$ cat src/rtl/uart_word_loader.sv
// uart_word_loader
// Drains bytes from a UART RX FIFO, packs WB = WORD_W/8 of them into one
// word and writes DEPTH consecutive words to memory starting at address 0.
// The byte order is set by MSB_FIRST. A load is aborted with error/done set
// when the gap between two bytes of a load reaches TIMEOUT_CYC cycles
// (0 disables the timeout).
//
// Optional build macro: UART_WORD_LOADER_ECHO_EN
//   defined   - every popped byte is pushed to the TX FIFO in the same cycle,
//               and pops stall while tx_full is high.
//   undefined - wr_uart and w_data are held at 0 and tx_full is ignored.
module uart_word_loader #(
    parameter int WORD_W      = 16,
    parameter int ADDR_W      = 8,
    parameter int DEPTH       = 256,
    parameter int MSB_FIRST   = 1,
    parameter int TIMEOUT_CYC = 1000000
) (
    input  logic              clk,
    input  logic              reset,
    input  logic              start,
    input  logic              rx_empty,
    input  logic [7:0]        r_data,
    output logic              rd_uart,
    input  logic              tx_full,
    output logic [7:0]        w_data,
    output logic              wr_uart,
    output logic              mem_we,
    output logic [ADDR_W-1:0] mem_addr,
    output logic [WORD_W-1:0] mem_wdata,
    output logic              busy,
    output logic              done,
    output logic              error,
    output logic [ADDR_W:0]   words_loaded
);

    localparam int WB    = WORD_W / 8;
    localparam int IDX_W = (WB > 1) ? $clog2(WB) : 1;
    localparam int WL_W  = ADDR_W + 1;
    localparam int TO_W  = (TIMEOUT_CYC > 0) ? $clog2(TIMEOUT_CYC + 1) : 1;
    localparam bit TO_EN = (TIMEOUT_CYC > 0);

    localparam logic [WL_W-1:0]  DEPTH_L  = WL_W'(DEPTH);
    localparam logic [IDX_W-1:0] LAST_IDX = IDX_W'(WB - 1);
    localparam logic [TO_W-1:0]  TO_LIMIT = TO_W'(TIMEOUT_CYC);

    typedef enum logic [1:0] {
        S_IDLE  = 2'd0,
        S_RECV  = 2'd1,
        S_WRITE = 2'd2,
        S_DONE  = 2'd3
    } state_t;

    state_t              state_q;
    logic [IDX_W-1:0]    idx_q;
    logic [WORD_W-1:0]   word_q;
    logic [WORD_W-1:0]   word_d;
    logic [ADDR_W-1:0]   addr_q;
    logic [WL_W-1:0]     wl_q;
    logic                busy_q;
    logic                done_q;
    logic                error_q;
    logic                we_q;
    logic [TO_W-1:0]     to_cnt_q;
    logic                got_byte_q;
    logic                pop;
    logic                timeout_hit;
    logic [TO_W-1:0]     to_cnt_inc;
    logic [WL_W-1:0]     wl_inc;

    // Pop strobe and the echo path; the pop is combinational so a byte is
    // consumed in the same cycle the FIFO presents it.
`ifdef UART_WORD_LOADER_ECHO_EN
    assign pop     = (state_q == S_RECV) & ~rx_empty & ~tx_full;
    assign wr_uart = pop;
    assign w_data  = pop ? r_data : 8'h00;
`else
    logic unused_tx_full;
    assign unused_tx_full = tx_full;
    assign pop     = (state_q == S_RECV) & ~rx_empty;
    assign wr_uart = 1'b0;
    assign w_data  = 8'h00;
`endif

    assign rd_uart = pop;

    // Each byte slot of the word is loaded when the byte index selects it;
    // MSB_FIRST decides whether index 0 maps to the top or bottom slot.
    generate
        for (genvar gi = 0; gi < WB; gi++) begin : g_slot
            localparam int LSB = (MSB_FIRST != 0) ? 8 * (WB - 1 - gi) : 8 * gi;
            assign word_d[LSB +: 8] = (pop && (idx_q == IDX_W'(gi))) ? r_data
                                                                   : word_q[LSB +: 8];
        end
    endgenerate

    assign to_cnt_inc  = to_cnt_q + 1'b1;
    assign wl_inc      = wl_q + 1'b1;
    // Idle gap expires on the cycle the counter would reach the limit; a pop
    // in the same cycle takes precedence because this term requires ~pop.
    assign timeout_hit = TO_EN && got_byte_q && !pop && (to_cnt_inc == TO_LIMIT);

    // Load sequencer: byte collection, word write, timeout and completion.
    always_ff @(posedge clk) begin
        if (reset) begin
            state_q    <= S_IDLE;
            idx_q      <= '0;
            word_q     <= '0;
            addr_q     <= '0;
            wl_q       <= '0;
            busy_q     <= 1'b0;
            done_q     <= 1'b0;
            error_q    <= 1'b0;
            we_q       <= 1'b0;
            to_cnt_q   <= '0;
            got_byte_q <= 1'b0;
        end else begin
            we_q   <= 1'b0;
            word_q <= word_d;
            case (state_q)
                S_IDLE, S_DONE: begin
                    if (start) begin
                        state_q    <= S_RECV;
                        busy_q     <= 1'b1;
                        done_q     <= 1'b0;
                        error_q    <= 1'b0;
                        wl_q       <= '0;
                        addr_q     <= '0;
                        idx_q      <= '0;
                        to_cnt_q   <= '0;
                        got_byte_q <= 1'b0;
                    end
                end
                S_RECV: begin
                    if (pop) begin
                        to_cnt_q   <= '0;
                        got_byte_q <= 1'b1;
                        if (idx_q == LAST_IDX) begin
                            idx_q   <= '0;
                            we_q    <= 1'b1;
                            state_q <= S_WRITE;
                        end else begin
                            idx_q <= idx_q + 1'b1;
                        end
                    end else if (timeout_hit) begin
                        // Partial word is dropped: it is simply never written.
                        error_q <= 1'b1;
                        done_q  <= 1'b1;
                        busy_q  <= 1'b0;
                        idx_q   <= '0;
                        state_q <= S_DONE;
                    end else if (TO_EN && got_byte_q) begin
                        to_cnt_q <= to_cnt_inc;
                    end
                end
                S_WRITE: begin
                    wl_q <= wl_inc;
                    if (wl_inc == DEPTH_L) begin
                        // Last word: leave the address on DEPTH-1.
                        done_q  <= 1'b1;
                        busy_q  <= 1'b0;
                        state_q <= S_DONE;
                    end else begin
                        addr_q  <= addr_q + 1'b1;
                        state_q <= S_RECV;
                    end
                end
                default: state_q <= S_IDLE;
            endcase
        end
    end

    assign mem_we       = we_q;
    assign mem_addr     = addr_q;
    assign mem_wdata    = word_q;
    assign busy         = busy_q;
    assign done         = done_q;
    assign error        = error_q;
    assign words_loaded = wl_q;

endmodule
$ cat config.mk
export PLATFORM = sky130hd
export DESIGN_NAME = uart_word_loader
export DESIGN_NICKNAME = d
export VERILOG_FILES = /design/src/rtl/uart_word_loader.sv
export SDC_FILE = /design/constraint.sdc
export NUM_CORES = 1
export LEC_CHECK = 0
export ABC_AREA = 1
export BUFFER_PORTS_ARGS = -buffer_cell sky130_fd_sc_hd__buf_2
export CAP_MARGIN = 5
export CORE_MARGIN = 4
export CORE_UTILIZATION = 50
export DETAILED_ROUTE_END_ITERATION = 10
export PLACE_DENSITY = 0.73
export SYNTH_ARGS = -nofsm -noshare
export SYNTH_HDL_FRONTEND = slang
export SYNTH_SLANG_ARGS = --single-unit
$ cat constraint.sdc
create_clock -name clk -period 5.2 [get_ports clk]
set_input_delay 1.04 -clock clk [delete_from_list [all_inputs] [get_ports clk]]
set_output_delay 1.04 -clock clk [all_outputs]
set_load 0.02 [all_outputs]
### Word level (Yosys, flattened, before mapping)

Cells that the tools add are included.

| operators by class | value |
|---|---|
| add/subtract/negate cells | 4 |
| eq/ne operators | 15 |
| mux-type cells | 33 |
| bitwise gates (word level) | 5 |
| reductions and logical operators | 18 |

Operators by type and width:

| cell | number |
|---|---|
| 2-to-1 mux 20 bit | 4 |
| one-hot mux 20 bit (2 select lines) | 1 |
| adder 20 x 1 -> 20 bit (second input constant) | 1 |
| equality test 20 bit (second input constant) | 1 |
| one-hot mux 9 bit (2 select lines) | 1 |
| 2-to-1 mux 8 bit | 2 |
| one-hot mux 8 bit (2 select lines) | 1 |
| 2-to-1 mux 1 bit | 12 |
| != test 2 bit (second input constant) | 6 |
| != test 3 bit (second input constant) | 4 |
| AND reduction 3 bit | 4 |
| AND reduction 4 bit | 3 |
| 2-to-1 mux 2 bit | 5 |
| adder 9 x 1 -> 9 bit (second input constant) | 1 |
| equality test 9 bit (second input constant) | 1 |
| 2-to-1 mux 9 bit | 1 |
| adder 8 x 1 -> 8 bit (second input constant) | 1 |
| one-hot mux 1 bit (2 select lines) | 3 |
| one-hot mux 1 bit (3 select lines) | 2 |
| one-hot mux 2 bit (3 select lines) | 1 |
| equality test 2 bit (second input constant) | 2 |
| logical AND 1 bit | 4 |
| inverter 1 bit | 4 |
| nonzero test 2 bit | 2 |
| 8 further kinds | 8 |

| storage, ports and cells | value |
|---|---|
| flip-flop bits (word level) | 61 |
| input port bits | 13 |
| output and inout bits | 47 |
| logic and storage cells | 87 |

### Logic depth before layout (Yosys ltp)

| depth | value |
|---|---|
| word-level depth | 8 |
| depth in mapped cells | 15 |

### Least setup slack after synthesis

Ideal clock, no wire load.

| timing | value |
|---|---|
| kind | in2out |
| from | input rx_empty |
| to | output rd_uart |
| arrival | 1.871 ns |
| data required time | 4.160 ns |
| path slack | 2.289 ns |
| cell stages on the path | 3 |
| buffers on the path | 2 |
| cell sequence | nor2_1 > clkbuf_1 > buf_1 |

| between the ends | value |
|---|---|
| longest elaborated chain between the ends | 2 |

Ends and longest elaborated chain:

| item | RTL line | text |
|---|---|---|
| start, declared | 22 | `input logic rx_empty,` |
| inverter 1 bit | 80 | `assign pop = (state_q == S_RECV) & ~rx_empty;` |
| AND 1 bit | 80 |  |
| end, declared | 24 | `output logic rd_uart,` |

Every way passes these cells.

### Worst setup path in the final report

| timing | value |
|---|---|
| from | register state_q[0] |
| to | register to_cnt_q[0] |

| between the ends | value |
|---|---|
| longest elaborated chain between the ends | 7 |
| elaborated cells between the ends (all ways) | 15 |
| those cells by class | eq/ne (5); mux (2); bitwise (1); reduce/logical (7) |

Ends and longest elaborated chain:

| item | RTL line | text |
|---|---|---|
| start, declared | 54 | `state_t state_q;` |
| start signal, assigned | 106 | `state_q <= S_IDLE;` |
| start signal, assigned | 123 | `state_q <= S_RECV;` |
| start signal, assigned | 141 | `state_q <= S_WRITE;` |
| equality test 2 x 1 -> 1 bit | 80, 120 |  |
| AND 1 bit | 80 |  |
| zero test 1 bit | 101 | `assign timeout_hit = TO_EN && got_byte_q && !pop && (to_cnt_inc == TO_LIMIT);` |
| logical AND 1 bit (2 in a row) | 101 |  |
| != test 3 bit (no source line) | n/a |  |
| AND reduction 4 bit (no source line) | n/a |  |
| end signal, assigned | 153 | `to_cnt_q <= to_cnt_inc;` |
| end, declared | 64 | `logic [TO_W-1:0] to_cnt_q;` |

Several ways; a longest one is shown, not always the timed one.
A chain may end at the register's enable or synchronous reset.

==> impl_results.md <==
* Area delta synth->final at 15.42%
* Part of the Yosys area used for sequential elements at a little over a third
* Clock tree sinks at 61
* #FFs+latches synth at just over 60
* LEAKAGE at 0.001633 uW
* Final net count at around 590
* Overflow after GRT at 0
* I/O pin total at 60
* Post-CTS setup buffers at 0
* Register area at 0.001221 mm^2
* HP Class: reg2reg
* Routed vias/inst at ~5.4
* CTS H-Tree Depth at 3
* Cell count after synthesis at 528
* Total negative setup slack at 0 ns
* Total iterations of the first detailed-routing run at 5
* Share of cells above drive strength 1 at approximately 15%
* Netlist cell types at 31
* Root Driver: clkbuf_8
* # setup viols final at 0
* Fin. Hold Viols at 0
* Routed length per placed instance at ~13 um
* Commonest non-fill, non-tap cell in the layout: nand2_1
* Tcrit/Tclk final at 55.72%
* Status: finished, final reports clean
* DP HPWL at just over 6 mm
* Mapped cell area at around 0.0034 mm^2
* Critical Path RT at around 5.5 ns
* Vias in the first global route at roughly 3.2k
* Max Root-Sink Buffers at 2
* Worst-path fanout max at 19
* Worst Setup Start Kind: flip-flop
* Slew HR at 47.35%
* Placed cell areas at about 0.0037 mm^2
* Fill cells at between 600 and 700
* Die Footprint at between 0.008 and 0.009 mm^2
* Most frequent cells in the layout: nand2_1, nor2_1, dfxtp_1
* Core area at approximately 0.0065 mm^2
* GP Congestion at 0.9606
* Vias post-DR at 3521
* Multi-input gate area at approximately 0.0019 mm^2
* Clk_lat worst skew at 0.35 ns
* CTS Hold Bufs at 0
* Detailed-route wire length at ~8.5 mm
* Clock Skews at about 0.011 ns
* CTS buffer count at 9
* Starting Density at 52.71%
* Worst-margin pin slew at ~0.79 ns
* Initial antenna violation count at 0
* Peak supply drop at 0.0003047 V
* Die H at between 90 and 100 um
* Global Route Usage Sum at between 20% and 30%
* Antenna-violating nets left at 0
* CTS clk-pin slew, worst paths at 0.08 ns
* First-pass GRT wire length at around 15 mm
* Max Cap Viol at 0
* Drt drc at 0
* Max Fclk at between 300 and 400 MHz
* Crit path kind: reg2reg
* Crit end category: flip-flop
* Post-route cell area at 0.003951 mm^2
* Power Density at around 440 mW/mm^2
* First DRT Iteration DRCs at about 240
* Critical Path AT at about 3.1 ns
* Row count at 29
* Largest net degree at the start of global routing at 42
* Die W at between 90 and 100 um
* RSZ-0062 raised after global routing: no
* Avg Cell Area, Syn at 6.483 um^2
* Slew Viols, Final at 0
* CTS tree: done
* IO Port Bufs at 49
* Post_cts resized at 0
* ANT cells at 0
* Min Tclk post-route at just under 3 ns
* Ys Warns at 0
[path summary, 6_finish.rpt]
| check | from | to | slack, ns | cells past startpoint |
|---|---|---|---|---|
| max | state_q[0]$_SDFFE_PP0P_ | to_cnt_q[0]$_SDFFE_PP0P_ | 2.30 | 12 |
| min | mem_wdata[1]$_SDFFE_PP0P_ | mem_wdata[1]$_SDFFE_PP0P_ | 0.46 | 2 |
| max reg2reg | state_q[0]$_SDFFE_PP0P_ | to_cnt_q[0]$_SDFFE_PP0P_ | 2.30 | 12 |
| min reg2reg | mem_wdata[1]$_SDFFE_PP0P_ | mem_wdata[1]$_SDFFE_PP0P_ | 0.46 | 2 |
[cell type report]
cell class                      count  share of cell area (%)
Multi-Input combinational cell    398                   48.07
Tap cell                           77                   2.438
Clock buffer                        9                   3.135
Clock inverter                      7                   3.705
Timing Repair Buffer               50                   6.396
Inverter                           56                   5.351
Sequential cell                    61                   30.91
[kinds of logic (layout without fill, tap and decap cells)]
| group | Yosys count | after routing | share of synthesized area (%) |
|---|---|---|---|
| adder cells (fa/ha/maj) | 5 | 5 | 1.827 |
| XOR/XNOR | 11 | 11 | 2.815 |
| AND/OR/NAND/NOR | 290 | 290 | 37.39 |
| buffers and inverters | 77 | 122 | 9.722 |
| AO/OA/AOI/OAI | 83 | 83 | 12.46 |
| flip-flops | 61 | 61 | 35.67 |
| other | 1 | 9 | 0.1095 |
[power breakdown]
group	switching, uW	internal (uW)	leakage [uW]	total [uW]
Sequential	52.3	528	0.000495	580
Combinational	438	159	0.00100	598
Clock	209	370	0.000134	579
[through the flow]
step           total power (uW)  util, %  hold slack (ns)  cells  worst slack (ns)
6_report                   1757    60.84           0.4621    658             2.302
5_1_grt                    1875    60.84           0.4902    658             1.988
4_1_cts                    1758    60.84           0.4630    658             2.329
3_5_place_dp               1185    56.68           0.4505    642             2.037
3_3_place_gp               1167    56.68           0.4462    642             2.093
2_1_floorplan              1026        -           0.4496    536             2.289
[cells in the mapped netlist]
| master | n | area (um^2) |
|---|---|---|
| nand2_4 | 2 | 22.52 |
| xor2_1 | 9 | 78.83 |
| buf_1 | 1 | 3.750 |
| nand3b_1 | 1 | 7.510 |
| clkinv_1 | 2 | 7.510 |
| o21ai_2 | 1 | 8.760 |
| nor2_4 | 2 | 22.52 |
| clkinv_2 | 1 | 5.000 |
| ha_1 | 5 | 62.56 |
| buf_2 | 1 | 5.000 |
| inv_1 | 52 | 195.2 |
| a211oi_1 | 1 | 7.510 |
| dfxtp_1 | 61 | 1221 |
| buf_6 | 1 | 11.26 |
| a21oi_1 | 59 | 295.3 |
| nand4_1 | 21 | 131.4 |
| clkbuf_1 | 9 | 33.78 |
| xnor2_1 | 2 | 17.52 |
| nor2_2 | 8 | 50.05 |
| nand2_1 | 132 | 495.5 |
| o21ai_1 | 2 | 10.01 |
| conb_1 | 1 | 3.750 |
| o21bai_1 | 2 | 15.01 |
| nand3_2 | 2 | 20.02 |
| nor2_1 | 67 | 251.5 |
| nand3_1 | 48 | 240.2 |
| nor3_1 | 4 | 20.02 |
| buf_4 | 9 | 67.56 |
| o21ai_0 | 18 | 90.09 |
| nand2_2 | 3 | 18.77 |
| inv_2 | 1 | 3.750 |
[routing by layer]
metal | vias up | wire length [um] | track usage (%)
met1 | 1591 | 3867 | 28.31
li1 | 1802 | - | -
met4 | 0 | 125 | 7.398
met2 | 115 | 3916 | 33.79
met3 | 13 | 598 | 6.333
met5 | - | 0 | 0
[worst max-delay path, stage by stage (launching register included)]
cell	delay [ns]
dfxtp_1	0.36
inv_1	0.05
ha_1	0.32
inv_1	0.12
nor2_1	0.11
a21oi_1	0.27
inv_1	0.13
nor2_1	0.62
nand2_4	0.29
nand2_2	0.16
clkinv_2	0.18
nor2_1	0.13
nor2_1	0.05
[state kept, by name, indices dropped and copies added, names as in the netlist, 2 cells and up]
register / flops
mem_wdata: 16
words_loaded: 9
state_q: 2
to_cnt_q: 20
mem_addr: 8
No activity file was read; power rests on OpenSTA's default activity.
